`config.mk`:
```
export PLATFORM = sky130hd
export DESIGN_NAME = strela_imn_strided_flat
export DESIGN_NICKNAME = d
export VERILOG_FILES = /design/src/rtl/strela_imn_strided_if.sv /design/src/rtl/strela_imn_strided.sv /design/src/flat_wrapper.sv
export SDC_FILE = /design/constraint.sdc
export NUM_CORES = 1
export LEC_CHECK = 0
export CELL_PAD_IN_SITES_DETAIL_PLACEMENT = 1
export CELL_PAD_IN_SITES_GLOBAL_PLACEMENT = 1
export CORE_ASPECT_RATIO = 2
export CORE_MARGIN = 1.5
export CORE_UTILIZATION = 45
export DETAILED_ROUTE_END_ITERATION = 12
export PLACE_DENSITY = 0.82
export SLEW_MARGIN = 30
export SYNTH_ARGS = -nofsm -noshare
export SYNTH_HDL_FRONTEND = slang
export SYNTH_SLANG_ARGS = --single-unit
```
`constraint.sdc`:
```
create_clock -name clk_i -period 4.5 [get_ports clk_i]
set_input_delay 0.45 -clock clk_i [delete_from_list [all_inputs] [get_ports clk_i]]
set_output_delay 0.45 -clock clk_i [all_outputs]
set_load 0.01 [all_outputs]
```
`src/rtl/strela_imn_strided_if.sv`:
```
// rtl/strela_imn_strided_if.sv - OBI read channel between the strided reader and memory
interface strela_imn_strided_if;
    logic        req;
    logic [31:0] addr;
    logic        we;
    logic [3:0]  be;
    logic [31:0] wdata;
    logic        gnt;
    logic        rvalid;
    logic [31:0] rdata;

    modport master (
        output req, addr, we, be, wdata,
        input  gnt, rvalid, rdata
    );

    modport slave (
        input  req, addr, we, be, wdata,
        output gnt, rvalid, rdata
    );
endinterface

```
`src/rtl/strela_imn_strided.sv`:
```
// rtl/strela_imn_strided.sv - strided OBI reader feeding a FWFT FIFO and a valid/ready word stream
module strela_imn_strided #(
    parameter int unsigned DEPTH = 4,
    parameter int unsigned REP_W = 8
) (
    input  logic                 clk_i,
    input  logic                 rst_ni,
    input  logic                 clr_i,
    input  logic                 start_i,
    input  logic [31:0]          addr_i,
    input  logic [15:0]          size_i,
    input  logic [15:0]          stride_i,
    input  logic [REP_W-1:0]     reps_i,
    strela_imn_strided_if.master masters,
    output logic [31:0]          dout_o,
    output logic                 dout_v_o,
    input  logic                 dout_r_i,
    output logic                 done_o
);
    localparam int unsigned AW = $clog2(DEPTH);
    localparam int unsigned CW = AW + 1;
    localparam logic [CW:0] DEPTH_W = DEPTH[CW:0];

    typedef enum logic [2:0] {IDLE, RUN, WAIT, DONE, FLUSH} state_t;

    state_t           state;
    logic [31:0]      base_q;
    logic [15:0]      size_q;
    logic [15:0]      stride_q;
    logic [REP_W-1:0] reps_q;
    logic [15:0]      word_cnt;
    logic [REP_W-1:0] pass_cnt;
    logic [31:0]      cur_addr;
    logic             req_q;
    logic             done_q;

    logic [CW-1:0]    fifo_count;
    logic [CW-1:0]    outstanding;
    logic [AW-1:0]    wptr;
    logic [AW-1:0]    rptr;
    logic [31:0]      mem [DEPTH];

    logic             issued;
    logic             push;
    logic             pop;
    logic [CW-1:0]    next_out;
    logic [CW-1:0]    next_cnt;
    logic [CW:0]      occupancy;
    logic             room;
    logic             last_word;
    logic             last_pass;

    assign issued    = req_q & masters.gnt;
    assign push      = masters.rvalid & (state != FLUSH);
    assign pop       = dout_v_o & dout_r_i;
    assign next_out  = outstanding + CW'(issued) - CW'(masters.rvalid);
    assign next_cnt  = fifo_count + CW'(push) - CW'(pop);
    // Every granted request reserves a FIFO slot, so responses can never overflow.
    assign occupancy = {1'b0, next_cnt} + {1'b0, next_out};
    assign room      = occupancy < DEPTH_W;
    assign last_word = (word_cnt == size_q - 16'd1);
    assign last_pass = (pass_cnt == reps_q - REP_W'(1));

    assign masters.req   = req_q;
    assign masters.addr  = cur_addr;
    assign masters.we    = 1'b0;
    assign masters.be    = 4'hF;
    assign masters.wdata = 32'h0;

    assign dout_v_o = (fifo_count != '0);
    assign dout_o   = mem[rptr];
    assign done_o   = done_q;

    always_ff @(posedge clk_i) begin
        if (push) begin
            mem[wptr] <= masters.rdata;
        end
    end

    always_ff @(posedge clk_i) begin
        if (!rst_ni) begin
            state       <= IDLE;
            base_q      <= '0;
            size_q      <= '0;
            stride_q    <= '0;
            reps_q      <= '0;
            word_cnt    <= '0;
            pass_cnt    <= '0;
            cur_addr    <= '0;
            req_q       <= 1'b0;
            done_q      <= 1'b0;
            fifo_count  <= '0;
            outstanding <= '0;
            wptr        <= '0;
            rptr        <= '0;
        end else begin
            outstanding <= next_out;
            if (clr_i) begin
                fifo_count <= '0;
                wptr       <= '0;
                rptr       <= '0;
            end else begin
                fifo_count <= next_cnt;
                if (push) wptr <= wptr + AW'(1);
                if (pop)  rptr <= rptr + AW'(1);
            end

            if (clr_i) begin
                req_q  <= 1'b0;
                done_q <= 1'b0;
                state  <= (next_out != '0) ? FLUSH : IDLE;
            end else begin
                case (state)
                    IDLE, DONE: begin
                        if (start_i) begin
                            base_q   <= addr_i;
                            size_q   <= size_i;
                            stride_q <= stride_i;
                            reps_q   <= (reps_i == '0) ? REP_W'(1) : reps_i;
                            word_cnt <= '0;
                            pass_cnt <= '0;
                            cur_addr <= addr_i;
                            req_q    <= (size_i != 16'd0);
                            done_q   <= (size_i == 16'd0);
                            state    <= (size_i == 16'd0) ? DONE : RUN;
                        end
                    end
                    RUN: begin
                        if (issued) begin
                            if (last_word) begin
                                word_cnt <= '0;
                                cur_addr <= base_q;
                                if (last_pass) begin
                                    req_q <= 1'b0;
                                    state <= WAIT;
                                end else begin
                                    pass_cnt <= pass_cnt + REP_W'(1);
                                    req_q    <= room;
                                end
                            end else begin
                                word_cnt <= word_cnt + 16'd1;
                                cur_addr <= cur_addr + {16'h0, stride_q};
                                req_q    <= room;
                            end
                        end else if (!req_q) begin
                            req_q <= room;
                        end
                    end
                    WAIT: begin
                        if (outstanding == '0 && fifo_count == '0) begin
                            done_q <= 1'b1;
                            state  <= DONE;
                        end
                    end
                    FLUSH: begin
                        if (next_out == '0) begin
                            state <= IDLE;
                        end
                    end
                    default: state <= IDLE;
                endcase
            end
        end
    end
endmodule

```
`src/flat_wrapper.sv`:
```
// flat-port wrapper written by rule: the top's interface ports become plain ports
module strela_imn_strided_flat 
#(
    parameter int unsigned DEPTH = 4,
    parameter int unsigned REP_W = 8
)
  (clk_i, rst_ni, clr_i, start_i, addr_i, size_i, stride_i, reps_i, dout_o, dout_v_o, dout_r_i, done_o, masters_req, masters_addr, masters_we, masters_be, masters_wdata, masters_gnt, masters_rvalid, masters_rdata);
  strela_imn_strided_if masters_i ();
  input  logic clk_i;
  input  logic rst_ni;
  input  logic clr_i;
  input  logic start_i;
  input  logic [31:0] addr_i;
  input  logic [15:0] size_i;
  input  logic [15:0] stride_i;
  input  logic [REP_W-1:0] reps_i;
  output logic [31:0] dout_o;
  output logic dout_v_o;
  input  logic dout_r_i;
  output logic done_o;
  output wire logic [$bits(masters_i.req)-1:0] masters_req;
  output wire logic [$bits(masters_i.addr)-1:0] masters_addr;
  output wire logic [$bits(masters_i.we)-1:0] masters_we;
  output wire logic [$bits(masters_i.be)-1:0] masters_be;
  output wire logic [$bits(masters_i.wdata)-1:0] masters_wdata;
  input wire logic [$bits(masters_i.gnt)-1:0] masters_gnt;
  input wire logic [$bits(masters_i.rvalid)-1:0] masters_rvalid;
  input wire logic [$bits(masters_i.rdata)-1:0] masters_rdata;
  assign masters_req = masters_i.req;
  assign masters_addr = masters_i.addr;
  assign masters_we = masters_i.we;
  assign masters_be = masters_i.be;
  assign masters_wdata = masters_i.wdata;
  assign masters_i.gnt = masters_gnt;
  assign masters_i.rvalid = masters_rvalid;
  assign masters_i.rdata = masters_rdata;
  strela_imn_strided #(.DEPTH(DEPTH), .REP_W(REP_W)) u_core (.clk_i(clk_i), .rst_ni(rst_ni), .clr_i(clr_i), .start_i(start_i), .addr_i(addr_i), .size_i(size_i), .stride_i(stride_i), .reps_i(reps_i), .masters(masters_i), .dout_o(dout_o), .dout_v_o(dout_v_o), .dout_r_i(dout_r_i), .done_o(done_o));
endmodule
```
# Word level (Yosys, flattened, before mapping)
# Memories as Yosys holds them, arrays and structs flattened. A register that Yosys moved wholly into a read port is not among the register bits.
# Index checks and enable logic that the tools add are counted.
# op_classes
addsub,12
n_lt_le_gt_ge,1
eq_ne,18
mux,37
bitwise_logic,5
reduce_logical,20
# op_table
operator,count
$mux W32,3
$pmux W32 S2,1
$mux W16,3
$mux W8,5
$add A32 B16 Y32,1
$pmux W16 S2,1
$mux W3,8
$add A16 B1 Y16 const B,1
$eq A16 B16 Y1,1
$logic_not A16 Y1,1
$pmux W8 S2,1
$reduce_bool A16 Y1,1
$sub A16 B1 Y16 const B,1
$ne A3 B2 Y1 const B,5
$logic_not A3 Y1,4
$pmux W3 S4,1
$reduce_and A6 Y1,2
$mux W1,9
$add A8 B1 Y8 const B,1
$eq A8 B8 Y1,1
$logic_not A8 Y1,1
$sub A8 B1 Y8 const B,1
$add A3 B1 Y3,2
$eq A3 B2 Y1 const B,2
20 further kinds,36
# totals
register_bits,143
ram_bits,128
inputBits,111
out_inout_bits,104
elab_cells,108
n_memories,1
# memory_table
name,words,width,rd,rd_clocked_by_memory_dff,wr,line_no,source
u_core.mem,4,32,1,1,1,strela_imn_strided.sv:41,logic [31:0] mem [DEPTH];

# Longest topological paths before layout
# Gate-level depths: netlist (run 1).
# depth
word_depth,10
ltp_mapped,12
ltp_nobuf,12

# Least setup slack after synthesis (run 1)
# Ideal clock, no wire load.
# synth_path
path_type,register -> register
start,reg u_core.fifo_count[2]
end,reg u_core.req_q (netlist: u_core.masters.req)
setup_ns,0.061
arrival_time_ns,2.991
required_time_ns,4.439
slack_ns,1.448
path_stages_with_launch,13
path_buffers,0
period_less_slack_ns,3.052
cell_sequence,dfxtp_1 or3_1 and2_1 ha_1 inv_1 ha_1 fa_1 xnor2_1 ha_1 nor3_1 a21oi_1 a2111oi_0 a32o_1
# synth_via
elab_chain_cells,9
word_cells_on_any_way,11
classes_between,add/sub: 3; order compare: 1; mux: 5; bitwise: 1; reduce/logical: 1
# synth_rtl
item,line_no,source
start: declaration,strela_imn_strided.sv:37,logic [CW-1:0] fifo_count;
start signal: assignment,strela_imn_strided.sv:103,fifo_count <= next_cnt;
$reduce_bool A3 Y1 (*),strela_imn_strided.sv:70,assign dout_v_o = (fifo_count != '0);
net dout_v_o,flat_wrapper.sv:18,output logic dout_v_o;
$and A1 B1 Y1 (*),strela_imn_strided.sv:55,assign pop = dout_v_o & dout_r_i;
net u_core.pop,strela_imn_strided.sv:45,logic pop;
$sub A3 B1 Y3 (*),strela_imn_strided.sv:57,assign next_cnt = fifo_count + CW'(push) - CW'(pop);
net u_core.next_cnt[2],strela_imn_strided.sv:47,logic [CW-1:0] next_cnt;
$add A3 B3 Y4 (*),strela_imn_strided.sv:59,"assign occupancy = {1'b0, next_cnt} + {1'b0, next_out};"
$lt A4 B3 Y1 (*),strela_imn_strided.sv:60,assign room = occupancy < DEPTH_W;
$mux W1,strela_imn_strided.sv:133,if (last_pass) begin
$mux W1,strela_imn_strided.sv:130,if (last_word) begin
$mux W1 (*),strela_imn_strided.sv:129,if (issued) begin
$pmux W1 S2 (*),strela_imn_strided.sv:113,case (state)
end signal: assignment,strela_imn_strided.sv:123,req_q <= (size_i != 16'd0);
end signal: assignment,strela_imn_strided.sv:138,req_q <= room;
end signal: assignment,strela_imn_strided.sv:143,req_q <= room;
end: declaration,strela_imn_strided.sv:34,logic req_q;
# Mark *: on every way through the listed nets, which the timed path passes. The rest lies on a longest branch.
# A chain may end at the register's enable or synchronous reset.

# Worst setup path in the final report (run 1)
# layout_path
start,reg u_core.state[1]
end,reg u_core.req_q (netlist: u_core.masters.req)
# layout_via
elab_chain_cells,10
word_cells_on_any_way,18
classes_between,add/sub: 3; order compare: 1; eq/ne: 4; mux: 5; bitwise: 1; reduce/logical: 4
# layout_rtl
item,line_no,source
start: declaration,strela_imn_strided.sv:26,state_t state;
start signal: assignment,strela_imn_strided.sv:111,state <= (next_out != '0) ? FLUSH : IDLE;
start signal: assignment,strela_imn_strided.sv:125,state <= (size_i == 16'd0) ? DONE : RUN;
$ne A3 B3 Y1 (*),strela_imn_strided.sv:54,assign push = masters.rvalid & (state != FLUSH);
$and A1 B1 Y1 (*),strela_imn_strided.sv:54,
$add A3 B1 Y3 (*),strela_imn_strided.sv:57,
$sub A3 B1 Y3 (*),strela_imn_strided.sv:57,
net u_core.next_cnt[2],strela_imn_strided.sv:47,
$add A3 B3 Y4 (*),strela_imn_strided.sv:59,
$lt A4 B3 Y1 (*),strela_imn_strided.sv:60,
$mux W1,strela_imn_strided.sv:133,
$mux W1,strela_imn_strided.sv:130,
$mux W1 (*),strela_imn_strided.sv:129,
$pmux W1 S2 (*),strela_imn_strided.sv:113,
# Marked as above.

==> results.rst, run 1 <==
.. list-table::
   :header-rows: 1

   * - Metric
     - Value
   * - Result of the run
     - finished clean
   * - Total Wirelength
     - ~35,000 um
   * - CTS-repair resized insts
     - 0
   * - Worst path setup slack after routing
     - around 1.1 ns
   * - Comb pwr share
     - 16.0%
   * - Number of H-tree branching levels
     - 1
   * - Weighted congestion reported at the end of routability-driven placement
     - between 0.8 and 0.9
   * - Worst setup EP type
     - flip-flop
   * - Timing-limited maximum frequency
     - approximately 290 MHz
   * - Grt total ovfl
     - 0
   * - Nets
     - 1,545
   * - Post-synthesis instance total
     - between 1,000 and 1,500
   * - Max Buffers Root-to-Sink
     - 3
   * - Number of antenna-violating nets in the routed design
     - 0
   * - Pint
     - 4.45 mW
   * - Remaining routing DRC violations
     - 0
   * - Multi-input gate area
     - 5790 um2
   * - Maximum resistive drop on vdd
     - roughly 0.26 mV
   * - CP required
     - around 5.0 ns
   * - Total CTS buffers
     - 25
   * - RSZ-0062 raised after global routing
     - no
   * - Post-synthesis register bit count
     - about 270
   * - Initial antenna violation count
     - 0
   * - Area growth, synth to finish
     - 21.5%
   * - Slew at the pin closest to its max-slew limit
     - 0.930 ns
   * - PortBufs
     - 177
   * - Fill cell count
     - ~3,100
   * - Initial core utilization
     - a little under half
   * - Detailed placement HPWL
     - around 26,000 um
   * - Clock period minus final worst setup slack
     - approximately 3.4 ns
   * - Worst min-delay path category
     - flip-flop to flip-flop
   * - Count of final setup violators
     - 0
   * - CTS tree
     - yes
   * - Number of DRC violations after detailed-routing iteration 0
     - between 300 and 400
   * - Type of element launching the critical path
     - flip-flop
   * - Critical Path AT
     - a little under 4 ns
   * - Setup WS pre-CTS
     - 1.14 ns
   * - MaxCap Viol Count
     - 0
   * - Reg-to-reg critical path startpoint
     - u_core.state[1]
   * - Number of placement rows
     - 88
   * - Library cells used by synthesis
     - 71
   * - Routed met2 length
     - between 20,000 and 25,000 um
   * - Post-route setup TNS
     - 0 ns
   * - Per-cell routed wire length
     - roughly 20 um
   * - Worst relative slew slack
     - 38.0%
   * - Largest clock skew in the final design
     - 0.0101 ns
   * - Count of flip-flops with a built-in enable after synthesis
     - roughly 130
   * - Clock net sink count
     - around 270
   * - Critical path endpoint
     - u_core.masters.req
   * - Post-Place Cell Area
     - about 15,000 um2
   * - Relative contribution of sequential cells to total power
     - 47.2%
   * - Path type of the worst setup path
     - flip-flop to flip-flop
   * - Highest metal layer with signal wires
     - met4
   * - Global-route wire length before repair
     - around 56,000 um
   * - Critical path peak fanout
     - 10
   * - First element of the critical path
     - u_core.state[1]
   * - Die width
     - about 120 um
   * - Total count of hold-check failures in the final report
     - 0
   * - CORE AREA
     - 28,700 um2
   * - Maximum number of pins on one net before global-route repair
     - 74
   * - Clock group share of total power
     - 36.7%
   * - Setup Buffers After CTS
     - 0
   * - Diodes inserted
     - 0
   * - Worst-path clk slew
     - around 0.070 ns
   * - Main flop type after synthesis
     - sky130_fd_sc_hd__dfxtp_1
   * - Met3 routed wirelength
     - 1430 um
   * - Crit Reg-Reg Endpoint
     - u_core.masters.req
   * - Switching power share of the total
     - 25.8%
   * - Fraction of layout instances using a drive strength above 1
     - ~7.7%
   * - Cells on worst reg2reg path
     - 10
   * - Overall track demand over capacity in global routing
     - about a quarter
   * - Metal-1 WL
     - around 12,000 um
   * - Hold path startpoint
     - u_core.base_q[28]
   * - Async S/R FF share, synth
     - 0%
   * - Final design utilization
     - between 50% and 60%
   * - Finished Cell Area
     - around 16,000 um2
   * - Period utilisation layout
     - around three quarters
   * - Sequential cell area fraction in the yosys report
     - between 50% and 60%
   * - Number of warnings issued by yosys
     - 0
   * - Sequential cell area in the final layout
     - between 6000 and 7000 um2
   * - Die boundary height
     - between 200 and 250 um
   * - Post-synthesis area per instance
     - 10.5 um2
   * - I/O pin count
     - about 220
   * - Die area
     - 30,100 um2
   * - Vias in the first global route
     - 10,600
   * - Buffer type at the clock tree root
     - sky130_fd_sc_hd__clkbuf_16
   * - Netlist Area Pre-Place
     - about 13,000 um2
   * - Vias per std cell
     - roughly 5.5
   * - Hold-fix buffers at CTS
     - 0
   * - Power Density
     - ~380 nW/um2
   * - Reg2Reg Setup Slack
     - 1.06 ns
   * - Pleak
     - 5.77 nW
   * - Number of optimization iterations in the first detailed-route pass
     - 5
   * - Clock insertion delay at the later pin of the skew report
     - 0.54 ns
   * - Net load switching power
     - between 1.5 and 2 mW
   * - Pins Over Slew Limit
     - 0
   * - Vias post-DR
     - a little under 10,000
==> cell type report <==
cell class	count	area share [%]
well taps	360	2.84
multi-input cells	873	36.5
repair buffers	193	12.0
inverters	35	0.828
flip-flops and latches	273	42.5
clock buffers	28	4.01
clock inverters	18	1.30
==> cell usage after synthesis, types with 4 or more instances <==
master | number | share of area, %
sky130_fd_sc_hd__o211ai_1 | 16 | 0.92
sky130_fd_sc_hd__buf_2 | 5 | 0.19
sky130_fd_sc_hd__buf_1 | 7 | 0.20
sky130_fd_sc_hd__inv_1 | 35 | 1.0
sky130_fd_sc_hd__o31ai_1 | 6 | 0.34
sky130_fd_sc_hd__buf_4 | 40 | 2.3
sky130_fd_sc_hd__nand4_1 | 13 | 0.62
sky130_fd_sc_hd__ha_1 | 30 | 2.9
sky130_fd_sc_hd__a31oi_1 | 4 | 0.19
sky130_fd_sc_hd__clkbuf_1 | 45 | 1.3
sky130_fd_sc_hd__mux2i_1 | 17 | 1.3
sky130_fd_sc_hd__nand2_1 | 247 | 7.1
sky130_fd_sc_hd__nor2b_1 | 8 | 0.38
sky130_fd_sc_hd__xor2_1 | 32 | 2.1
sky130_fd_sc_hd__a31o_2 | 4 | 0.27
sky130_fd_sc_hd__nor3_1 | 22 | 0.84
sky130_fd_sc_hd__and3_1 | 9 | 0.43
sky130_fd_sc_hd__nand2b_1 | 9 | 0.43
sky130_fd_sc_hd__and4_1 | 6 | 0.40
sky130_fd_sc_hd__or3_1 | 9 | 0.43
sky130_fd_sc_hd__o21ai_0 | 54 | 2.1
sky130_fd_sc_hd__nand3_1 | 24 | 0.92
sky130_fd_sc_hd__edfxtp_1 | 128 | 29
sky130_fd_sc_hd__a211oi_1 | 7 | 0.40
sky130_fd_sc_hd__a21o_1 | 8 | 0.46
sky130_fd_sc_hd__and2_1 | 16 | 0.77
sky130_fd_sc_hd__mux4_2 | 32 | 5.5
sky130_fd_sc_hd__a21boi_0 | 74 | 4.3
sky130_fd_sc_hd__a21oi_1 | 26 | 1.0
sky130_fd_sc_hd__nor4_1 | 14 | 0.67
sky130_fd_sc_hd__dfxtp_1 | 145 | 22
sky130_fd_sc_hd__xnor2_1 | 40 | 2.7
sky130_fd_sc_hd__nor2_1 | 55 | 1.6
==> worst max-delay path, stage by stage, from the launching register on <==
cell and delay, ns:
sky130_fd_sc_hd__dfxtp_1 0.40, sky130_fd_sc_hd__nor2_1 0.50, sky130_fd_sc_hd__a21boi_1 0.35, sky130_fd_sc_hd__ha_1 0.31
sky130_fd_sc_hd__fa_1 0.40, sky130_fd_sc_hd__xnor2_1 0.22, sky130_fd_sc_hd__ha_1 0.26, sky130_fd_sc_hd__nor3_1 0.20
sky130_fd_sc_hd__a21oi_1 0.09, sky130_fd_sc_hd__a2111oi_0 0.45, sky130_fd_sc_hd__a32o_1 0.20
==> kinds of logic after synthesis <==
logic type	after synthesis	share of synthesized area, %
AO/OA/AOI/OAI	232	12.3
AND/OR/NAND/NOR	449	15.9
multiplexers	50	6.91
adder cells (fa/ha/maj)	33	3.33
other	2	0.0575
flip-flops	273	51.7
buffers and inverters	133	5.08
XOR/XNOR	72	4.83
==> sequential cells by signal (all words and copies together), names as in the netlist, 3 cells and up, named ones only <==
signal and cells:
u_core.size_q 16, u_core.reps_q 8, u_core.word_cnt 16, u_core.outstanding 3, u_core.state 3, u_core.fifo_count 3, u_core.stride_q 16, u_core.masters.addr 32
u_core.base_q 32, u_core.pass_cnt 8, u_core.mem 128
==> through the flow <==
stage	power, mW	hold slack [ns]	std cells
CTS	6.07	0.447	1780
global placement	3.80	0.450	1734
finish	6.00	0.468	1780
floorplan	3.44	0.443	1279
global route	6.25	0.484	1780
detailed placement	3.85	0.461	1734
==> per-layer routing <==
metal  vias to the layer above  GRT usage [%]
li1                       4663              -
met1                      4853           23.9
met2                       277           48.1
met3                        69           2.90
met4                         0           8.22
met5                         -              0
==> worst min-delay path by stage <==
stage / end / slack (ns) / cells past startpoint
finish: u_core.base_q[28] / 0.47 / 2
global route: u_core.base_q[3] / 0.48 / 2
CTS: u_core.stride_q[13] / 0.45 / 3
detailed placement: u_core.base_q[14] / 0.46 / 2
global placement: u_core.base_q[4] / 0.45 / 2
floorplan: u_core.base_q[10] / 0.44 / 2
==> cells in the final DEF, fill, tap and decap left out, types with 16 or more instances in the layout <==
cell,instances
sky130_fd_sc_hd__nand2_1,247
sky130_fd_sc_hd__clkdlybuf4s50_1,176
sky130_fd_sc_hd__dfxtp_1,144
sky130_fd_sc_hd__edfxtp_1,128
sky130_fd_sc_hd__a21boi_0,74
sky130_fd_sc_hd__nor2_1,55
sky130_fd_sc_hd__o21ai_0,54
sky130_fd_sc_hd__xnor2_1,40
sky130_fd_sc_hd__conb_1,37
sky130_fd_sc_hd__inv_1,35
sky130_fd_sc_hd__xor2_1,32
sky130_fd_sc_hd__mux4_2,32
sky130_fd_sc_hd__ha_1,30
sky130_fd_sc_hd__a21oi_1,26
sky130_fd_sc_hd__clkbuf_16,25
sky130_fd_sc_hd__nand3_1,24
sky130_fd_sc_hd__nor3_1,22
sky130_fd_sc_hd__mux2i_1,17
sky130_fd_sc_hd__and2_1,16
sky130_fd_sc_hd__o211ai_1,16
==> power by group through the flow <==
stage | Combinational [mW] | Clock, mW | Sequential (mW)
after CTS | 0.972 | 2.26 | 2.84
final | 0.962 | 2.20 | 2.83
after detailed placement | 0.959 | 0 | 2.89
after global routing | 1.06 | 2.34 | 2.85
after floorplan | 0.593 | 0 | 2.85
after global placement | 0.928 | 0 | 2.88
Power figures use the tool's default switching activity.
==> run 2: changes to the inputs <==
Settings changed: CORE_UTILIZATION 45 to 42, PLACE_DENSITY 0.82 to 0.77.
Clock period 4.5 ns to 3.3 ns, I/O delays scaled along.
==> results.rst, run 2 (synthesis results as in run 1) <==
.. list-table::
   :header-rows: 1

   * - Metric
     - Value
   * - Result of the run
     - finished clean (unchanged)
   * - Initial antenna violation count
     - 0 (unchanged)
   * - End point of the most critical hold path
     - u_core.state[2] (was u_core.base_q[28])
   * - Global-route wire length before repair
     - 54,800 um (was 55,900 um)
   * - Number of non-filler instances in the completed layout
     - 1,812 (was 1,780)
   * - Vias per std cell
     - 5.40 (was 5.54)
   * - Weighted congestion reported at the end of routability-driven placement
     - 0.823 (was 0.858)
   * - Nets
     - 1,565 (was 1,545)
   * - Number of DRC violations after detailed-routing iteration 0
     - 330 (was 367)
   * - Initial core utilization
     - 42.5% (was 45.4%)
   * - Clock net sink count
     - 273 (unchanged)
   * - Die area
     - 32,200 um2 (was 30,100 um2)
   * - Finished Cell Area
     - 16,100 um2 (was 15,900 um2)
   * - Overall track demand over capacity in global routing
     - 21.8% (was 23.8%)
   * - Period utilisation layout
     - 92.9% (was 76.4%)
   * - Number of H-tree branching levels
     - 1 (unchanged)
   * - Most frequent cells in the layout
     - sky130_fd_sc_hd__nand2_1, sky130_fd_sc_hd__clkdlybuf4s50_1, sky130_fd_sc_hd__dfxtp_1 (unchanged)
   * - Most frequent standard cell in the layout excluding fill and tap cells
     - sky130_fd_sc_hd__nand2_1 (unchanged)
   * - CTS tree
     - yes (unchanged)
   * - Worst path setup slack after routing
     - 0.235 ns (was 1.06 ns)
   * - Number of antenna-violating nets in the routed design
     - 0 (unchanged)
   * - Slew at the pin closest to its max-slew limit
     - 0.712 ns (was 0.930 ns)
   * - Maximum resistive drop on vdd
     - 0.375 mV (was 0.256 mV)
   * - Path type of the worst setup path
     - flip-flop to flip-flop (unchanged)
   * - Worst relative slew slack
     - 52.1% (was 38.0%)
   * - Clock group share of total power
     - 36.8% (was 36.7%)
   * - Diodes inserted
     - 0 (unchanged)
   * - Power Density
     - 512 nW/um2 (was 378 nW/um2)
   * - Worst setup EP type
     - flip-flop (unchanged)
   * - Hold-fix buffers at CTS
     - 0 (unchanged)
   * - Type of element launching the critical path
     - flip-flop (unchanged)
   * - Reg2Reg Setup Slack
     - 0.23 ns (was 1.06 ns)
   * - Comb pwr share
     - 16.4% (was 16.0%)
   * - I/O pin count
     - 215 (unchanged)
   * - PortBufs
     - 177 (unchanged)
   * - Largest clock skew in the final design
     - 0.0188 ns (was 0.0101 ns)
   * - Net load switching power
     - 2.13 mW (was 1.55 mW)
   * - Die width
     - 128 um (was 123 um)
   * - Per-cell routed wire length
     - 19.4 um (was 19.9 um)
   * - Hold path startpoint
     - rst_ni (was u_core.base_q[28])
   * - Die boundary height
     - 252 um (was 244 um)
   * - Remaining routing DRC violations
     - 0 (unchanged)
   * - Number of optimization iterations in the first detailed-route pass
     - 4 (was 5)
   * - Post-Place Cell Area
     - 15,200 um2 (was 15,000 um2)
   * - Critical path peak fanout
     - 3 (was 10)
   * - Total CTS buffers
     - 25 (unchanged)
   * - Timing-limited maximum frequency
     - 326 MHz (was 291 MHz)
   * - Number of flip-flops under the largest register name
     - 128 (unchanged)
   * - Relative contribution of sequential cells to total power
     - 46.8% (was 47.2%)
   * - Number of placement rows
     - 91 (was 88)
   * - Pint
     - 6.10 mW (was 4.45 mW)
   * - MaxCap Viol Count
     - 0 (unchanged)
   * - Clock period minus final worst setup slack
     - 3.07 ns (was 3.44 ns)
   * - Detailed placement HPWL
     - 25,900 um (was 25,500 um)
   * - CP required
     - 3.79 ns (was 4.98 ns)
   * - Total Wirelength
     - 35,200 um (was 35,400 um)
   * - Crit Reg-Reg Endpoint
     - u_core.masters.req (unchanged)
   * - Setup WS pre-CTS
     - -0.0292 ns (was 1.14 ns)
   * - Worst hold stages
     - 2 (unchanged)
   * - Vias in the first global route
     - 10,500 (was 10,600)
   * - Vias post-DR
     - 9,781 (was 9,862)
   * - Cells on worst reg2reg path
     - 12 (was 10)
   * - RSZ-0062 raised after global routing
     - no (unchanged)
   * - Area growth, synth to finish
     - 22.9% (was 21.5%)
   * - Post-route total power
     - 8.23 mW (was 6.00 mW)
   * - Count of final setup violators
     - 0 (unchanged)
   * - Register with the most flip-flops
     - u_core.mem (unchanged)
   * - Number of placed cells counting well taps
     - 1,766 (was 1,734)
   * - Fill cell count
     - 3,377 (was 3,083)
   * - CORE AREA
     - 30,700 um2 (was 28,700 um2)
   * - Pins Over Slew Limit
     - 0 (unchanged)
   * - Worst Hold Slack
     - 0.239 ns (was 0.468 ns)
   * - Total count of hold-check failures in the final report
     - 0 (unchanged)
   * - Reg-to-reg critical path startpoint
     - u_core.fifo_count[2] (was u_core.state[1])
   * - Worst min-delay path category
     - primary input to flip-flop (was flip-flop to flip-flop)
   * - Pleak
     - 5.87 nW (was 5.77 nW)
   * - Max Buffers Root-to-Sink
     - 3 (unchanged)
   * - Clock insertion delay at the later pin of the skew report
     - 0.54 ns (about the same)
   * - Switching power share of the total
     - 25.9% (was 25.8%)
   * - Maximum number of pins on one net before global-route repair
     - 74 (unchanged)
   * - Worst-path clk slew
     - 0.07 ns (about the same)
   * - Buffer type at the clock tree root
     - sky130_fd_sc_hd__clkbuf_16 (unchanged)
   * - Grt total ovfl
     - 0 (unchanged)
   * - Critical Path AT
     - 3.56 ns (was 3.92 ns)
   * - Fraction of layout instances using a drive strength above 1
     - 9.17% (was 7.75%)
## run 2: worst max path at each step
stage,from,endpoint,slack (ns)
5_1_grt,u_core.fifo_count[2],u_core.masters.req,0.04
3_5_place_dp,dout_r_i,u_core.masters.req,-0.03
3_3_place_gp,dout_r_i,u_core.masters.req,0.22
4_1_cts,u_core.fifo_count[2],u_core.masters.req,0.03
2_1_floorplan,u_core.fifo_count[2],u_core.masters.req,0.25
6_report,u_core.fifo_count[2],u_core.masters.req,0.23
## run 2: critical path, stage by stage (launching register included)
cell,delay (ns)
sky130_fd_sc_hd__dfxtp_1,0.32
sky130_fd_sc_hd__or3_1,0.40
sky130_fd_sc_hd__and2_1,0.21
sky130_fd_sc_hd__ha_1,0.29
sky130_fd_sc_hd__inv_1,0.04
sky130_fd_sc_hd__ha_1,0.20
sky130_fd_sc_hd__fa_1,0.42
sky130_fd_sc_hd__xnor2_2,0.16
sky130_fd_sc_hd__ha_1,0.29
sky130_fd_sc_hd__nor3_1,0.18
sky130_fd_sc_hd__a21oi_1,0.10
sky130_fd_sc_hd__a2111oi_2,0.24
sky130_fd_sc_hd__a32o_1,0.17
## run 2: routing by layer
layer,share of wire (%),track usage [%],routed length (um)
met5,0,0,0
met2,58,45.2,20600
met4,3.9,9.53,1380
met1,34,20.3,12000
met3,3.5,3.03,1240
## run 2: metrics by stage
stage	TNS [ns]	utilization, %
after floorplan	0	-
after global placement	0	49.4
after detailed placement	-0.0292	49.4
after CTS	0	52.2
after global routing	0	52.2
final	0	52.2
## run 2: power by group through the flow
stage	Combinational (mW)	Clock [mW]	Sequential, mW
floorplan	0.809	0	3.88
global placement	1.31	0	3.91
detailed placement	1.35	0	3.93
CTS	1.36	3.11	3.85
global route	1.48	3.21	3.87
finish	1.35	3.03	3.85
## run 2: timing repair
action / 4_1_cts / 5_1_grt
resized for setup: 1 / 3
buffers inserted: 0 / 0
setup endpoints to repair: 1 / 2
pin swaps: 0 / 1
## run 2: area by class of cell
cell class,count,area (um2),area share (%)
Multi-Input combinational cell,873,5800,36.2
Timing Repair Buffer,213,2060,12.8
Clock buffer,28,637,3.97
Clock inverter,18,205,1.28
Tap cell,372,465,2.90
Sequential cell,273,6750,42.0
Inverter,35,131,0.818
==> run 3: changes to the inputs <==
Settings changed: PLACE_DENSITY 0.77 to 0.84.
==> results.rst, run 3 (synthesis results as in run 1) <==
.. list-table::
   :header-rows: 1

   * - Metric
     - Value
   * - Result of the run
     - finished clean (unchanged)
   * - Global-route wire length before repair
     - 55,700 um (was 54,800 um)
   * - Period utilisation layout
     - 94.4% (was 92.9%)
   * - CTS tree
     - yes (unchanged)
   * - Slew at the pin closest to its max-slew limit
     - 0.657 ns (was 0.712 ns)
   * - Path type of the worst setup path
     - flip-flop to flip-flop (unchanged)
   * - RSZ-0062 raised after global routing
     - no (unchanged)
   * - Worst relative slew slack
     - 56.2% (was 52.1%)
   * - Vias in the first global route
     - 10,800 (was 10,500)
   * - Worst min-delay path category
     - primary input to flip-flop (unchanged)
   * - Critical Path AT
     - 3.61 ns (was 3.56 ns)
   * - Fill cell count
     - 3,366 (was 3,377)
   * - Worst setup EP type
     - flip-flop (unchanged)
   * - Post-route setup TNS
     - 0 ns (unchanged)
   * - Hold path startpoint
     - rst_ni (unchanged)
   * - Detailed placement HPWL
     - 25,400 um (was 25,900 um)
   * - Diodes inserted
     - 0 (unchanged)
   * - Critical path peak fanout
     - 3 (unchanged)
   * - Cells on worst reg2reg path
     - 12 (unchanged)
   * - Die width
     - 128 um (unchanged)
   * - Pleak
     - 5.86 nW (was 5.87 nW)
   * - Vias per std cell
     - 5.49 (was 5.40)
   * - Buffer type at the clock tree root
     - sky130_fd_sc_hd__clkbuf_16 (unchanged)
   * - Fraction of layout instances using a drive strength above 1
     - 8.64% (was 9.17%)
   * - Worst hold stages
     - 2 (unchanged)
   * - Register with the most flip-flops
     - u_core.mem (unchanged)
   * - Worst Hold Slack
     - 0.242 ns (was 0.239 ns)
   * - Timing-limited maximum frequency
     - 321 MHz (was 326 MHz)
   * - Remaining routing DRC violations
     - 0 (unchanged)
   * - Number of placed cells counting well taps
     - 1,762 (was 1,766)
   * - Number of antenna-violating nets in the routed design
     - 0 (unchanged)
   * - Total count of hold-check failures in the final report
     - 0 (unchanged)
   * - End point of the most critical hold path
     - u_core.state[2] (unchanged)
   * - Post-route total power
     - 8.24 mW (was 8.23 mW)
   * - Number of H-tree branching levels
     - 1 (unchanged)
   * - PortBufs
     - 177 (unchanged)
   * - Number of placement rows
     - 91 (unchanged)
   * - Pins Over Slew Limit
     - 0 (unchanged)
   * - Overall track demand over capacity in global routing
     - 21.9% (was 21.8%)
   * - I/O pin count
     - 215 (unchanged)
   * - Maximum resistive drop on vdd
     - 0.433 mV (was 0.375 mV)
   * - Power Density
     - 514 nW/um2 (was 512 nW/um2)
   * - Per-cell routed wire length
     - 19.7 um (was 19.4 um)
   * - Weighted congestion reported at the end of routability-driven placement
     - 0.849 (was 0.823)
   * - Number of non-filler instances in the completed layout
     - 1,808 (was 1,812)
   * - Type of element launching the critical path
     - flip-flop (unchanged)
   * - Setup Buffers After CTS
     - 0 (unchanged)
   * - Number of optimization iterations in the first detailed-route pass
     - 4 (unchanged)
   * - Total Wirelength
     - 35,500 um (was 35,200 um)
   * - Area growth, synth to finish
     - 22.7% (was 22.9%)
   * - Worst-path clk slew
     - 0.07 ns (about the same)
   * - Slowest cell on the critical path
     - sky130_fd_sc_hd__or3_1 (was sky130_fd_sc_hd__fa_1)
   * - MaxCap Viol Count
     - 0 (unchanged)
   * - Clock period minus final worst setup slack
     - 3.12 ns (was 3.07 ns)
   * - Reg2Reg Setup Slack
     - 0.18 ns (was 0.23 ns)
   * - Clock insertion delay at the later pin of the skew report
     - 0.55 ns (was 0.54 ns)
   * - Cell with the most instances on the worst path
     - sky130_fd_sc_hd__ha_1 (unchanged)
   * - Finished Cell Area
     - 16,000 um2 (was 16,100 um2)
   * - Post-Place Cell Area
     - 15,200 um2 (about the same)
   * - Number of DRC violations after detailed-routing iteration 0
     - 440 (was 330)
   * - Grt total ovfl
     - 0 (unchanged)
   * - Die area
     - 32,200 um2 (unchanged)
   * - Initial antenna violation count
     - 0 (unchanged)
   * - Maximum number of pins on one net before global-route repair
     - 58 (was 74)
   * - Crit path cell chain
     - or3_1, and2_1, ha_1, inv_1, ha_1, fa_1, xnor2_2, ha_1, nor3_2, a21oi_1, a2111oi_2, a32o_2 (was or3_1, and2_1, ha_1, inv_1, ha_1, fa_1, xnor2_2, ha_1, nor3_1, a21oi_1, a2111oi_2, a32o_1)
   * - Hold-fix buffers at CTS
     - 0 (unchanged)
   * - Most frequent standard cell in the layout excluding fill and tap cells
     - sky130_fd_sc_hd__nand2_1 (unchanged)
   * - Reg-to-reg critical path startpoint
     - u_core.fifo_count[2] (unchanged)
   * - Die boundary height
     - 252 um (unchanged)
   * - Largest incremental delay on the critical path
     - 0.42 ns (about the same)
   * - Largest clock skew in the final design
     - 0.0178 ns (was 0.0188 ns)
   * - Most frequent cells in the layout
     - sky130_fd_sc_hd__nand2_1, sky130_fd_sc_hd__clkdlybuf4s50_1, sky130_fd_sc_hd__dfxtp_1 (unchanged)
   * - CP required
     - 3.80 ns (was 3.79 ns)
   * - CORE AREA
     - 30,700 um2 (unchanged)
   * - Clock net sink count
     - 273 (unchanged)
   * - Crit Reg-Reg Endpoint
     - u_core.masters.req (unchanged)
   * - Nets
     - 1,561 (was 1,565)
   * - Number of flip-flops under the largest register name
     - 128 (unchanged)
   * - Count of final setup violators
     - 0 (unchanged)
   * - Initial core utilization
     - 42.5% (unchanged)
   * - Max Buffers Root-to-Sink
     - 3 (unchanged)
   * - Total CTS buffers
     - 25 (unchanged)
   * - Vias post-DR
     - 9,933 (was 9,781)
[run 3: what timing repair did]
action | CTS | global route
endpoints found under the setup margin | 1 | 1
gates cloned | 0 | 0
gates resized for setup | 2 | 3
pin swaps | 0 | 3
[run 3: report_power, final]
group,internal [mW],switching [mW]
Combinational,0.664,0.692
Sequential,3.72,0.138
Clock,1.71,1.31
Total,6.10,2.14
[run 3: per-layer routing]
metal  track usage [%]  share of wire (%)  vias to the layer above
met5                 0                  0                        -
met4              9.63                3.8                        0
met3              2.94                3.6                       78
met2              45.0                 58                      233
met1              20.8                 35                     4924
li1                  -                  -                     4698
[run 3: through the flow]
stage	utilization (%)	worst slack (ns)
after floorplan	-	0.248
after global placement	49.3	0.195
after detailed placement	49.3	-0.0839
after CTS	52.1	0.00404
after global routing	52.1	0.0170
final	52.1	0.185
[run 3: worst max-delay path, delay by kind of cell, from the launching register on]
family	cells	cell delay, ns
DFF	1	0.32
buffers and inverters	1	0.04
adders and majority gates	4	1.20
AOI/OAI and AO/OA	3	0.52
xor gates and xnor gates	1	0.17
and+or+nand+nor	3	0.81
[run 3: worst max-delay path by stage]
stage                                    start                  to  slack, ns  cells past startpoint
final                     u_core.fifo_count[2]  u_core.masters.req       0.18                     12
after global routing          u_core.size_q[3]  u_core.pass_cnt[6]       0.02                      8
after CTS                 u_core.fifo_count[2]  u_core.masters.req      0.004                     12
after detailed placement  u_core.fifo_count[2]  u_core.masters.req      -0.08                     12
after global placement                dout_r_i  u_core.masters.req       0.20                     12
after floorplan           u_core.fifo_count[2]  u_core.masters.req       0.25                     12
[run 3: layout make-up]
type | instances | area (um2) | area share (%)
Multi-Input combinational cell | 873 | 5810 | 36.2
Timing Repair Buffer | 209 | 2030 | 12.7
Inverter | 35 | 131 | 0.820
Tap cell | 372 | 465 | 2.90
Clock buffer | 28 | 637 | 3.97
Clock inverter | 18 | 204 | 1.27
Sequential cell | 273 | 6750 | 42.1
